### src/rtl/pico_pkg.sv
// pico_pkg: shared constants and types for the pico MIPS fetch path.
//   OPC_W        opcode field width (opcode sits in the top OPC_W bits of a word)
//   OPC_*        opcode encodings; OPC_HALT stops the sequencer
//   seq_state_t  pc_sequencer FSM state encoding
package pico_pkg;

  localparam int OPC_W = 6;

  localparam logic [OPC_W-1:0] OPC_NOP  = 6'h00;
  localparam logic [OPC_W-1:0] OPC_ADD  = 6'h01;
  localparam logic [OPC_W-1:0] OPC_ADDI = 6'h02;
  localparam logic [OPC_W-1:0] OPC_BEQ  = 6'h08;
  localparam logic [OPC_W-1:0] OPC_JMP  = 6'h10;
  localparam logic [OPC_W-1:0] OPC_HALT = 6'h3F;

  typedef enum logic [1:0] {IDLE, RUN, HALT} seq_state_t;

endpackage

### src/rtl/pc_next_calc.sv
// pc_next_calc: combinational next-PC selection for pc_sequencer.
// Optional feature macro: PC_LINK_EN (adds call/ret/link inputs).
// Ports:
//   pc             in   current PC
//   hold           in   keep PC unchanged (stall or halt opcode this cycle)
//   ret/call/link  in   return / call request and link register (PC_LINK_EN only)
//   jump,jump_addr in   absolute jump request and target
//   branch,
//   branch_offset  in   relative branch request and signed offset
//   pc_next        out  selected next PC; all arithmetic wraps modulo 2**AddrSz
module pc_next_calc #(
  parameter int AddrSz = 6
) (
  input  logic [AddrSz-1:0] pc,
  input  logic              hold,
`ifdef PC_LINK_EN
  input  logic              call,
  input  logic              ret,
  input  logic [AddrSz-1:0] link,
`endif
  input  logic              jump,
  input  logic [AddrSz-1:0] jump_addr,
  input  logic              branch,
  input  logic [AddrSz-1:0] branch_offset,
  output logic [AddrSz-1:0] pc_next
);

  always_comb begin
    // Plain AddrSz-bit additions: the carry out is dropped, giving the
    // required wrap in both directions (a negative offset is two's complement).
    pc_next = pc + AddrSz'(1);
    if (hold) begin
      pc_next = pc;
`ifdef PC_LINK_EN
    end else if (ret) begin
      pc_next = link;
    end else if (call) begin
      pc_next = jump_addr;
`endif
    end else if (jump) begin
      pc_next = jump_addr;
    end else if (branch) begin
      pc_next = pc + branch_offset;
    end
  end

endmodule

### src/rtl/pc_sequencer.sv
// pc_sequencer: program-counter sequencer for the pico MIPS core.
// Optional feature macro: PC_LINK_EN (single-entry call/return link register).
// Ports:
//   clk, reset     in   clock (rising edge), asynchronous active-high reset
//   start          in   leave IDLE and begin fetching at PC=0
//   stall          in   hold PC and state this cycle
//   branch         in   relative branch by branch_offset (signed)
//   jump           in   absolute jump to jump_addr
//   call, ret      in   (PC_LINK_EN) call to jump_addr saving PC+1 / return to link
//   instruction    in   program_memory word at `address` (combinational read)
//   address        out  current PC
//   instr          out  instruction forwarded to decoder, zero when not valid
//   instr_valid    out  high in RUN while stall=0
//   halted         out  high in HALT
module pc_sequencer
  import pico_pkg::*;
#(
  parameter int AddrSz        = 6,
  parameter int InstructionSz = 24
) (
  input  logic                     clk,
  input  logic                     reset,
  input  logic                     start,
  input  logic                     stall,
  input  logic                     branch,
  input  logic [AddrSz-1:0]        branch_offset,
  input  logic                     jump,
  input  logic [AddrSz-1:0]        jump_addr,
`ifdef PC_LINK_EN
  input  logic                     call,
  input  logic                     ret,
`endif
  input  logic [InstructionSz-1:0] instruction,
  output logic [AddrSz-1:0]        address,
  output logic [InstructionSz-1:0] instr,
  output logic                     instr_valid,
  output logic                     halted
);

  seq_state_t        state_reg, state_next;
  logic [AddrSz-1:0] pc_reg, pc_next;
  logic [OPC_W-1:0]  opcode;
  logic              is_halt;

  assign opcode  = instruction[InstructionSz-1 -: OPC_W];
  // A halt opcode only counts on a cycle the decoder actually consumes it.
  assign is_halt = (opcode == OPC_HALT) && !stall;

`ifdef PC_LINK_EN
  logic [AddrSz-1:0] link_reg;

  always_ff @(posedge clk or posedge reset) begin
    if (reset) begin
      link_reg <= '0;
    end else if (state_reg == RUN && !stall && !is_halt && !ret && call) begin
      link_reg <= pc_reg + AddrSz'(1);
    end
  end
`endif

  pc_next_calc #(.AddrSz(AddrSz)) u_next (
    .pc            (pc_reg),
    .hold          (stall || is_halt),
`ifdef PC_LINK_EN
    .call          (call),
    .ret           (ret),
    .link          (link_reg),
`endif
    .jump          (jump),
    .jump_addr     (jump_addr),
    .branch        (branch),
    .branch_offset (branch_offset),
    .pc_next       (pc_next)
  );

  always_ff @(posedge clk or posedge reset) begin
    if (reset) begin
      state_reg <= IDLE;
      pc_reg    <= '0;
    end else begin
      state_reg <= state_next;
      // PC only moves in RUN; IDLE keeps it at 0 and HALT freezes it.
      if (state_reg == RUN) begin
        pc_reg <= pc_next;
      end
    end
  end

  always_comb begin
    state_next  = state_reg;
    instr_valid = 1'b0;
    halted      = 1'b0;
    case (state_reg)
      IDLE: begin
        if (start) state_next = RUN;
      end
      RUN: begin
        instr_valid = !stall;
        if (is_halt) state_next = HALT;
      end
      HALT: begin
        halted = 1'b1;
      end
      default: state_next = IDLE;
    endcase
  end

  assign address = pc_reg;
  assign instr   = instr_valid ? instruction : '0;

endmodule

### config.mk
export PLATFORM = sky130hd
export DESIGN_NAME = pc_sequencer
export DESIGN_NICKNAME = d
export VERILOG_FILES = /design/src/rtl/pico_pkg.sv /design/src/rtl/pc_next_calc.sv /design/src/rtl/pc_sequencer.sv
export SDC_FILE = /design/constraint.sdc
export NUM_CORES = 1
export LEC_CHECK = 0
export BUFFER_PORTS_ARGS = -buffer_cell sky130_fd_sc_hd__buf_2
export CORE_MARGIN = 1.5
export CORE_UTILIZATION = 40
export DETAILED_ROUTE_END_ITERATION = 16
export HOLD_SLACK_MARGIN = 0.06
export PLACE_DENSITY = 0.88
export SETUP_SLACK_MARGIN = 0.3
export SYNTH_ARGS = -nofsm -noshare
export SYNTH_HDL_FRONTEND = slang
export SYNTH_SLANG_ARGS = --single-unit
### constraint.sdc
create_clock -name clk -period 4.1 [get_ports clk]
set_input_delay 1.025 -clock clk [delete_from_list [all_inputs] [get_ports clk]]
set_output_delay 1.025 -clock clk [all_outputs]
set_load 0.02 [all_outputs]
==> flow_summary.ini, run 1 <==
[run_status]
status = finished clean

[timing]
hold_viol = 0
fin_skew_ns = 0.001561
setup_tns_ns = 0
worstMarginPinSlew_ns = 0.7668
setup_viol = 0
fmax_ghz = 0.3146
rsz0062_at_grt = no
relSlewSlack_pct = 48.54
fin_crit_sh_pct = 77.53
hold_ws_ns = 0.5242
drv_slew = 0
period_needed_ns = 3.179

[layout]
nets = 227
diodes = 0
largest_reg_flops = 6
syn_to_final_growth_pct = 47.11
drive_gt1_share_pct = 46.33
final_area_sq_um = 1242
fill_cells = 194

[yosys]
synth_most_common_cell = and2_1
synth_top_area_share_pct = 23.70
ys_ff_latch = 8
seq_area_frac_synth_pct = 23.70
synth_common_cells = and2_1 (24), nand2_1 (10), dfrtp_1 (8), nor2_1 (8)
ys_top_cells_by_area = dfrtp_1 (24%), and2_1 (18%), ha_1 (7.4%)
syn_avg_cell_area_sq_um = 8.043
ys_types = 35
synth_edf_count = 0
synthArstFlopShare_pct = 100.0
synth_cells = 105
synth_nets = 153
syn_area_sq_um = 844.6
ys_warn_count = 0
ys.flop_type = dfrtp_1
synth_top_area_cell = dfrtp_1

[drt]
drc_errors = 0
wirelength_mm = 2.441
antenna_left = 0
vias = 1009
drtPass1Iterations = 1
wl_per_cell_um = 11.97
via_per_inst = 4.946
drt_iter0_drc = 0

[critical_path]
crit_path_frequent_cell = buf_2
path_cells = buf_2, nor3b_4, and2_1, buf_2
critical_path_class = input pin to output port
cp.required_ns = 3.07
path_delay_family = simple AND/OR/NAND/NOR gates
worstPathArrival_ns = 2.15
worstSetupEndpointType = output port
slowest_delay_ns = 0.58
start_kind = input pin
cp_max_fo = 27
crit_slowest_cell = nor3b_4
cp_num_buf_inv = 2

[clock_network]
cts_max_level = 1
cts.sinks = 8
ctsHoldBuffers = 0
cts_resized = 0
numCtsBuffers = 3
clockRootBuffer = clkbuf_4
path_clk_slew_ns = 0.05
cts_tree = built
insertion_delay_ns = 0.25
cts_setup_buffers = 0
clockBufferDepth = 2

[power_and_ir_drop]
power.internal_uw = 209.2
seq_power_share_pct = 29.4
power.density_nw_per_um2 = 286.2
ir_drop_mv = 0.1736
net-switching-power_uw = 146.4
p_sw_share_pct = 41.17
p_leak_nw = 0.7112
p_clk_share_pct = 16.7
share_comb_of_total_power_pct = 53.8

[placement]
placed_area_sq_um = 1220
dp_hpwl_mm = 2.076
place.gp.congestion = 0.8192
port_buffers = 73

[job]
maxCapViolations = 0

[floorplanning]
die_x_um = 48.95
rows = 16
die_h_um = 48.95
io-pin-count = 74
die_area_sq_um = 2396
core_sq_um = 1982
initial_utilization_pct = 42.61

[global_routing]
grt_max_degree = 28
grt_usage_pct = 21.60
grt_pass1_vias = 996
antenna_found_initial = 0
overflow = 0
grt_pass1_wl_mm = 4.029

[min_path]
hold_class = flop to flop
power groups by stage:
| stage | sequential (mW) | clock, mW | combinational (mW) |
|---|---|---|---|
| 6_report | 0.105 | 0.0595 | 0.191 |
| 3_5_place_dp | 0.106 | 0 | 0.193 |
| 2_1_floorplan | 0.121 | 0 | 0.112 |
| 5_1_grt | 0.107 | 0.0670 | 0.212 |
| 3_3_place_gp | 0.104 | 0 | 0.184 |
| 4_1_cts | 0.104 | 0.0628 | 0.194 |
cell type report:
| class | instances | area (sq um) | area share (%) |
|---|---|---|---|
| Multi-Input combinational cell | 88 | 601.8 | 48.44 |
| Timing Repair Buffer | 73 | 365.4 | 29.41 |
| Sequential cell | 8 | 200.2 | 16.11 |
| Tap cell | 27 | 33.78 | 2.719 |
| Clock buffer | 3 | 22.52 | 1.813 |
| Inverter | 5 | 18.77 | 1.511 |
metrics by stage:
step           utilization [%]  instances  power, mW  setup WS, ns
3_3_place_gp             61.55        201     0.2887         1.008
4_1_cts                  62.69        204     0.3608        0.9199
5_1_grt                  62.69        204     0.3859        0.7832
3_5_place_dp             61.55        201     0.2989        0.9201
2_1_floorplan                -        105     0.2325         1.141
6_report                 62.69        204     0.3556        0.9215
routing by layer:
| metal | vias to the layer above | wire length, um | GRT usage (%) | part of all wire [%] |
|---|---|---|---|---|
| li1 | 502 | - | - | - |
| met1 | 456 | 919 | 22.65 | 38 |
| met2 | 49 | 1319 | 41.55 | 54 |
| met3 | 2 | 176 | 3.374 | 7.2 |
| met4 | 0 | 26 | 10.00 | 1.1 |
| met5 | - | 0 | 0 | 0 |
layout by cell type, fill, tap and decap left out, drive strengths merged:
| cell | synthesis | routed |
|---|---|---|
| buf | 2 | 73 |
| nand3b | 1 | 1 |
| inv | 5 | 5 |
| nor2b | 3 | 3 |
| o31ai | 1 | 1 |
| dfrtp | 8 | 8 |
| or2b | 1 | 1 |
| clkbuf | 2 | 3 |
| mux2 | 1 | 1 |
| a21boi | 1 | 1 |
| nand2 | 10 | 10 |
| nor3b | 1 | 1 |
| mux2i | 1 | 1 |
| nor2 | 8 | 8 |
| a211oi | 4 | 4 |
| o31a | 1 | 1 |
| nor4bb | 1 | 1 |
| and2 | 27 | 27 |
| and4bb | 1 | 1 |
| a21oi | 4 | 4 |
| or3b | 1 | 1 |
| nand3 | 1 | 1 |
| o2111ai | 1 | 1 |
| fa | 1 | 1 |
| a21o | 3 | 3 |
| ha | 5 | 5 |
| a311oi | 1 | 1 |
| o21ai | 5 | 5 |
| xor2 | 1 | 1 |
| nand4 | 1 | 1 |
| nor3 | 2 | 2 |
worst paths after layout:
check,depth (start not counted),endpoint,slack (ns),start
max reg2reg,4,address[1]$_DFFE_PP0P_,2.06,state_reg[1]$_DFFE_PP0P_
min in group asynchronous,2,address[4]$_DFFE_PP0P_,0.71,reset
max,4,instr[18],0.92,stall
min,1,state_reg[0]$_DFFE_PP0P_,0.52,state_reg[1]$_DFFE_PP0P_
min reg2reg,1,state_reg[0]$_DFFE_PP0P_,0.52,state_reg[1]$_DFFE_PP0P_
max in group asynchronous,2,state_reg[1]$_DFFE_PP0P_,3.16,reset
kinds of logic (layout without fill, tap and decap cells):
family | Yosys count | after routing | share of synthesized area (%)
simple gates | 58 | 58 | 40.89
compound gates | 21 | 21 | 17.04
buf+inv | 9 | 81 | 5.037
flops | 8 | 8 | 23.70
fa+ha+maj | 6 | 6 | 9.778
mux | 2 | 2 | 2.518
xor+xnor | 1 | 1 | 1.037
No activity file was read; power rests on OpenSTA's default activity.
==> run 2, diff against run 1 <==
Settings changed: CORE_UTILIZATION 40 to 37, PLACE_DENSITY 0.88 to 0.83.
Clock period 4.1 ns to 3.1 ns, I/O delays scaled along.
==> run 2 against run 1 <==
Sequential power rose by 32%. Via count increased by 1.3%. Clock power rose by 34%. Non-clock buffer count stayed put. Sequential share of layout area about the same. Global-route usage fell by 1.4 points. Critical path type unchanged. Critical endpoint is now instr[19]. Largest cell class unchanged. Largest power group unchanged.
==> flow_summary.ini, run 2 (synthesized netlist as in run 1, its figures left out) <==
[timing]
setup_ws_ns = 0.4587
setup_viol = 0
drv_slew = 0
fin_skew_ns = 0.002292
relSlewSlack_pct = 51.49
fmax_ghz = 0.3786
rsz0062_at_grt = no
hold_viol = 0
fin_crit_sh_pct = 85.20
period_needed_ns = 2.641
setup_tns_ns = 0
worstMarginPinSlew_ns = 0.7228

[layout]
final_cell_count_no_fill = 205
multiInputGateArea_sq_um = 601.8
register_area_sq_um = 200.2
drive_gt1_share_pct = 46.33
nets = 227
layout_common_cells = buf_2 (73), and2_1 (24), nand2_1 (10)
largest_reg_flops = 6
mostFrequentLayoutCell = buf_2
diodes = 0
final_area_sq_um = 1244
fill_cells = 202
syn_to_final_growth_pct = 47.26

[drt]
wl_met1_um = 932
wirelength_mm = 2.337
route.met2.wl_mm = 1.142
drtPass1Iterations = 4
via_per_inst = 4.985
vias = 1022
wl_per_cell_um = 11.40
antenna_left = 0
drt_iter0_drc = 6
met3_length_um = 193
drc_errors = 0
top_layer_used = met4

[critical_path]
crit_path_frequent_cell = buf_2
worstSetupEndpointType = output port
start_kind = input pin
cp_num_buf_inv = 2
rr_startpoint = state_reg[1]$_DFFE_PP0P_
path_cells = buf_2, nor3b_4, and2_1, buf_2
cp.required_ns = 2.32
worstPathArrival_ns = 1.87
slowest_delay_ns = 0.58
crit_slowest_cell = nor3b_4
ff2ff_path_depth = 4
reg2reg_setup_slack_ns = 1.09
cp_max_fo = 27
path_delay_family = simple AND/OR/NAND/NOR gates
critical_path_class = input pin to output port
worstReg2RegEnd = address[1]$_DFFE_PP0P_

[global_routing]
overflow = 0
antenna_found_initial = 0
grt_max_degree = 28
grt_pass1_wl_mm = 3.870
grt_pass1_vias = 958
grt_usage_pct = 20.22

[clock_network]
path_clk_slew_ns = 0.05
insertion_delay_ns = 0.25
cts_tree = built
clockBufferDepth = 2
clockRootBuffer = clkbuf_4
cts.sinks = 8
cts_resized = 0
cts_setup_buffers = 0
cts_max_level = 1
ctsHoldBuffers = 0
numCtsBuffers = 3

[floorplanning]
initial_utilization_pct = 38.55
die_h_um = 50.78
io-pin-count = 74
rows = 17
die_x_um = 50.78
die_area_sq_um = 2578
core_sq_um = 2191

[placement]
place.gp.congestion = 0.7729
dp_hpwl_mm = 1.980
dp.cells = 202
port_buffers = 73
placed_area_sq_um = 1221
pre_cts_slack_ns = 0.4110

[power_and_ir_drop]
power.density_nw_per_um2 = 378.9
seq_power_share_pct = 29.5
p_clk_share_pct = 17.0
p_sw_share_pct = 41.31
share_comb_of_total_power_pct = 53.5
power.internal_uw = 276.6
net-switching-power_uw = 194.7
ir_drop_mv = 0.2032
p_leak_nw = 0.7112

[min_path]
hold_class = input pin to asynchronous set/reset pin

[job]
maxCapViolations = 0

[run_status]
status = finished clean
[run 2: cell counts in the layout (fill, tap and decap cells not counted)]
No cell type changed its count.
[run 2: how the worst max path moves through the flow]
stage                             end  depth (start not counted)   start  slack (ns)
2_1_floorplan               instr[14]                          3   stall        0.64
3_3_place_gp   address[4]$_DFFE_PP0P_                         10  branch        0.49
3_5_place_dp   address[4]$_DFFE_PP0P_                         10  branch        0.41
4_1_cts                      instr[5]                          4   stall        0.45
5_1_grt                     instr[19]                          4   stall        0.32
6_report                    instr[19]                          4   stall        0.46
[run 2: power by group through the flow]
stage / Combinational, mW / Clock (mW) / Sequential (mW)
floorplan: 0.148 / 0 / 0.160
global placement: 0.245 / 0 / 0.139
detailed placement: 0.252 / 0 / 0.141
CTS: 0.253 / 0.0837 / 0.139
global route: 0.279 / 0.0876 / 0.141
finish: 0.252 / 0.0800 / 0.139
[run 2: metrics by stage]
stage               hold WS [ns]  utilization, %  total power, mW
floorplan                 0.4715               -           0.3076
global placement          0.4883           55.74           0.3841
detailed placement        0.5031           55.74           0.3930
CTS                       0.4650           56.77           0.4759
global route              0.4879           56.77           0.5082
finish                    0.4589           56.77           0.4713
[run 2: layout make-up]
cell class,instances,share of cell area (%)
multi-input combinational,88,48.39
timing repair buffer,73,29.38
sequential,8,16.10
tap,28,2.817
clock buffer,3,1.811
inverter,5,1.509
[run 2: routing by layer]
layer	vias up	track usage, %
li1	508	-
met2	59	36.62
met1	448	21.25
met4	0	13.06
met5	-	0
met3	7	3.571
==> run 3, diff against run 2 <==
Settings changed: CORE_UTILIZATION 37 to 38, SYNTH_HIERARCHICAL set to 1.
==> run 3 against run 2 <==
Final area grew 3.3%. Total power rose by 26%. First-iteration DRC count up 50%. Largest cell class unchanged. Setup slack gained 0.043 ns. Sequential power is 19% higher. Critical endpoint is now instr[7]. Critical path type unchanged. Via count is 5.7% lower.
==> flow_summary.ini, run 3 <==
[critical_path]
worstPathArrival_ns = 1.82
worstReg2RegEnd = address[4]$_DFFE_PP0N_
cp.required_ns = 2.32
rr_startpoint = address[0]$_DFFE_PP0N_
start_kind = input pin
reg2reg_setup_slack_ns = 0.98
ff2ff_path_depth = 9
setup.worst_path.end = instr[7]
critical_path_class = input pin to output port
worstSetupEndpointType = output port
cp_max_fo = 25
startpoint = stall

[yosys]
synth_top_family_by_area = simple AND/OR/NAND/NOR gates
ys_warn_count = 6
ys_top_cells_by_area = dfrtp_1 (22%), and2_1 (19%), mux2_2 (10%)
seq_area_frac_synth_pct = 22.35
synth_top_area_share_pct = 22.35
ys.flop_type = dfrtp_1
synth_fa_ha_area_share_pct = 9.218
syn_area_sq_um = 895.9
synth_most_common_cell = and2_1
synthXorXnorAreaFrac_pct = 3.911
synth_top_area_cell = dfrtp_1
synth_cells = 103
synthArstFlopShare_pct = 100.0
synth_common_cells = and2_1 (27), dfrtp_1 (8), mux2_2 (8), nand2_1 (8), inv_1 (6)
ys_ff_latch = 8
synth_edf_count = 0
muxShareOfSynthArea_pct = 12.43
synth-compound-area-share_pct = 13.97
synth_nets = 151
ys_types = 30
yosys.area_share.simple_pct = 31.01
syn_avg_cell_area_sq_um = 8.698

[timing]
setup_tns_ns = 0
fin_crit_sh_pct = 83.83
fin_skew_ns = 0.009211
rsz0062_at_grt = no
hold_viol = 0
relSlewSlack_pct = 58.98
fmax_ghz = 0.3848
drv_slew = 0
period_needed_ns = 2.599
worstMarginPinSlew_ns = 0.6147
setup_viol = 0

[drt]
drc_errors = 0
via_per_inst = 4.749
antenna_left = 0
drt_iter0_drc = 9
wl_per_cell_um = 11.80
wirelength_mm = 2.396
drtPass1Iterations = 4
vias = 964

[global_routing]
grt_max_degree = 26
overflow = 0
grt_pass1_wl_mm = 3.560
grt_pass1_vias = 868
antenna_found_initial = 0
grt_usage_pct = 17.78

[clock_network]
numCtsBuffers = 3
cts_max_level = 1
clockRootBuffer = clkbuf_4
cts_tree = built
insertion_delay_ns = 0.26
cts_resized = 0
path_clk_slew_ns = 0.06
cts.sinks = 8
clockBufferDepth = 2
ctsHoldBuffers = 0
cts_setup_buffers = 0

[placement]
place.gp.congestion = 0.7751
placed_area_sq_um = 1262
dp_hpwl_mm = 1.974
port_buffers = 73

[layout]
largest_reg_flops = 6
layout_common_cells = buf_2 (73), and2_1 (27), mux2_2 (8), nand2_1 (8), dfrtp_1 (8)
diodes = 0
nets = 225
mostFrequentLayoutCell = buf_2
syn_to_final_growth_pct = 43.44
drive_gt1_share_pct = 50.29
final_area_sq_um = 1285

[job]
maxCapViolations = 0

[floorplanning]
die_x_um = 51.56
core_sq_um = 2212
io-pin-count = 74
initial_utilization_pct = 40.50
die_h_um = 51.56
die_area_sq_um = 2658
rows = 17

[power_and_ir_drop]
ir_drop_mv = 0.3699
p_leak_nw = 0.7281
power.density_nw_per_um2 = 462.9

[run_status]
status = finished clean

[min_path]
hold_class = input pin to asynchronous set/reset pin
[run 3: cell count changes after synthesis, sizes merged, moves of 2 or more]
cell,change
nor2,-6
nand2,-2
nor2b,-2
a21o,-2
a211oi,-3
o21a,+2
o21ai,-2
mux2,+8
nand2b,+3
xnor2,+2
[run 3: power breakdown]
group | switching [mW] | leakage (nW) | total, mW | internal [mW]
clock network | 0.0379 | 0.0138 | 0.0824 | 0.0445
registers | 0.0316 | 0.0947 | 0.165 | 0.133
logic | 0.186 | 0.620 | 0.348 | 0.161
total | 0.256 | 0.728 | 0.595 | 0.339
[run 3: logic make-up (layout without fill, tap and decap cells)]
kind of cell / after synthesis / count (layout)
xor gates and xnor gates: 4 / 4
AOI/OAI and AO/OA: 17 / 17
buffers and inverters: 11 / 83
and+or+nand+nor: 47 / 47
adders and majority gates: 6 / 6
DFF: 8 / 8
muxes: 10 / 10
[run 3: metrics by stage]
step                power (mW)  cells  utilization [%]  setup slack (ns)  hold slack (ns)
global placement        0.5018    200            57.07            0.4741           0.5512
CTS                     0.6005    203            58.09            0.5064           0.4694
global route            0.6429    203            58.09            0.3705           0.5071
floorplan               0.4074    103                -            0.6316           0.5586
finish                  0.5948    203            58.09            0.5014           0.4701
detailed placement      0.5132    200            57.07            0.4027           0.5574
[run 3: final cells by class]
type	count	area [sq um]
Clock buffer	3	22.52
Sequential cell	8	200.2
Inverter	6	22.52
Tap cell	28	35.03
Fill cell	198	927.1
Timing Repair Buffer	74	372.9
Multi-Input combinational cell	84	631.9
[run 3: worst max-delay path: stages]
cell	delay (ns)
buf_2	0.13
nor3b_4	0.53
and2_1	0.22
buf_2	0.16
[run 3: worst min path at each step]
stage | from | endpoint | slack, ns | cells past startpoint
floorplan | state_reg[1]$_DFFE_PP0P_ | state_reg[1]$_DFFE_PP0P_ | 0.56 | 2
global placement | address[4]$_DFFE_PP0N_ | address[4]$_DFFE_PP0N_ | 0.55 | 1
detailed placement | address[4]$_DFFE_PP0N_ | address[4]$_DFFE_PP0N_ | 0.56 | 1
CTS | reset | address[4]$_DFFE_PP0N_ | 0.47 | 2
global route | reset | address[4]$_DFFE_PP0N_ | 0.51 | 2
finish | reset | address[4]$_DFFE_PP0N_ | 0.47 | 2
[run 3: per-layer routing]
metal	vias up	part of all wire [%]	track usage [%]
met5	-	0	0
met4	0	0.33	6.579
met3	2	9.1	2.586
met2	53	52	34.62
met1	415	38	19.06
li1	494	-	-
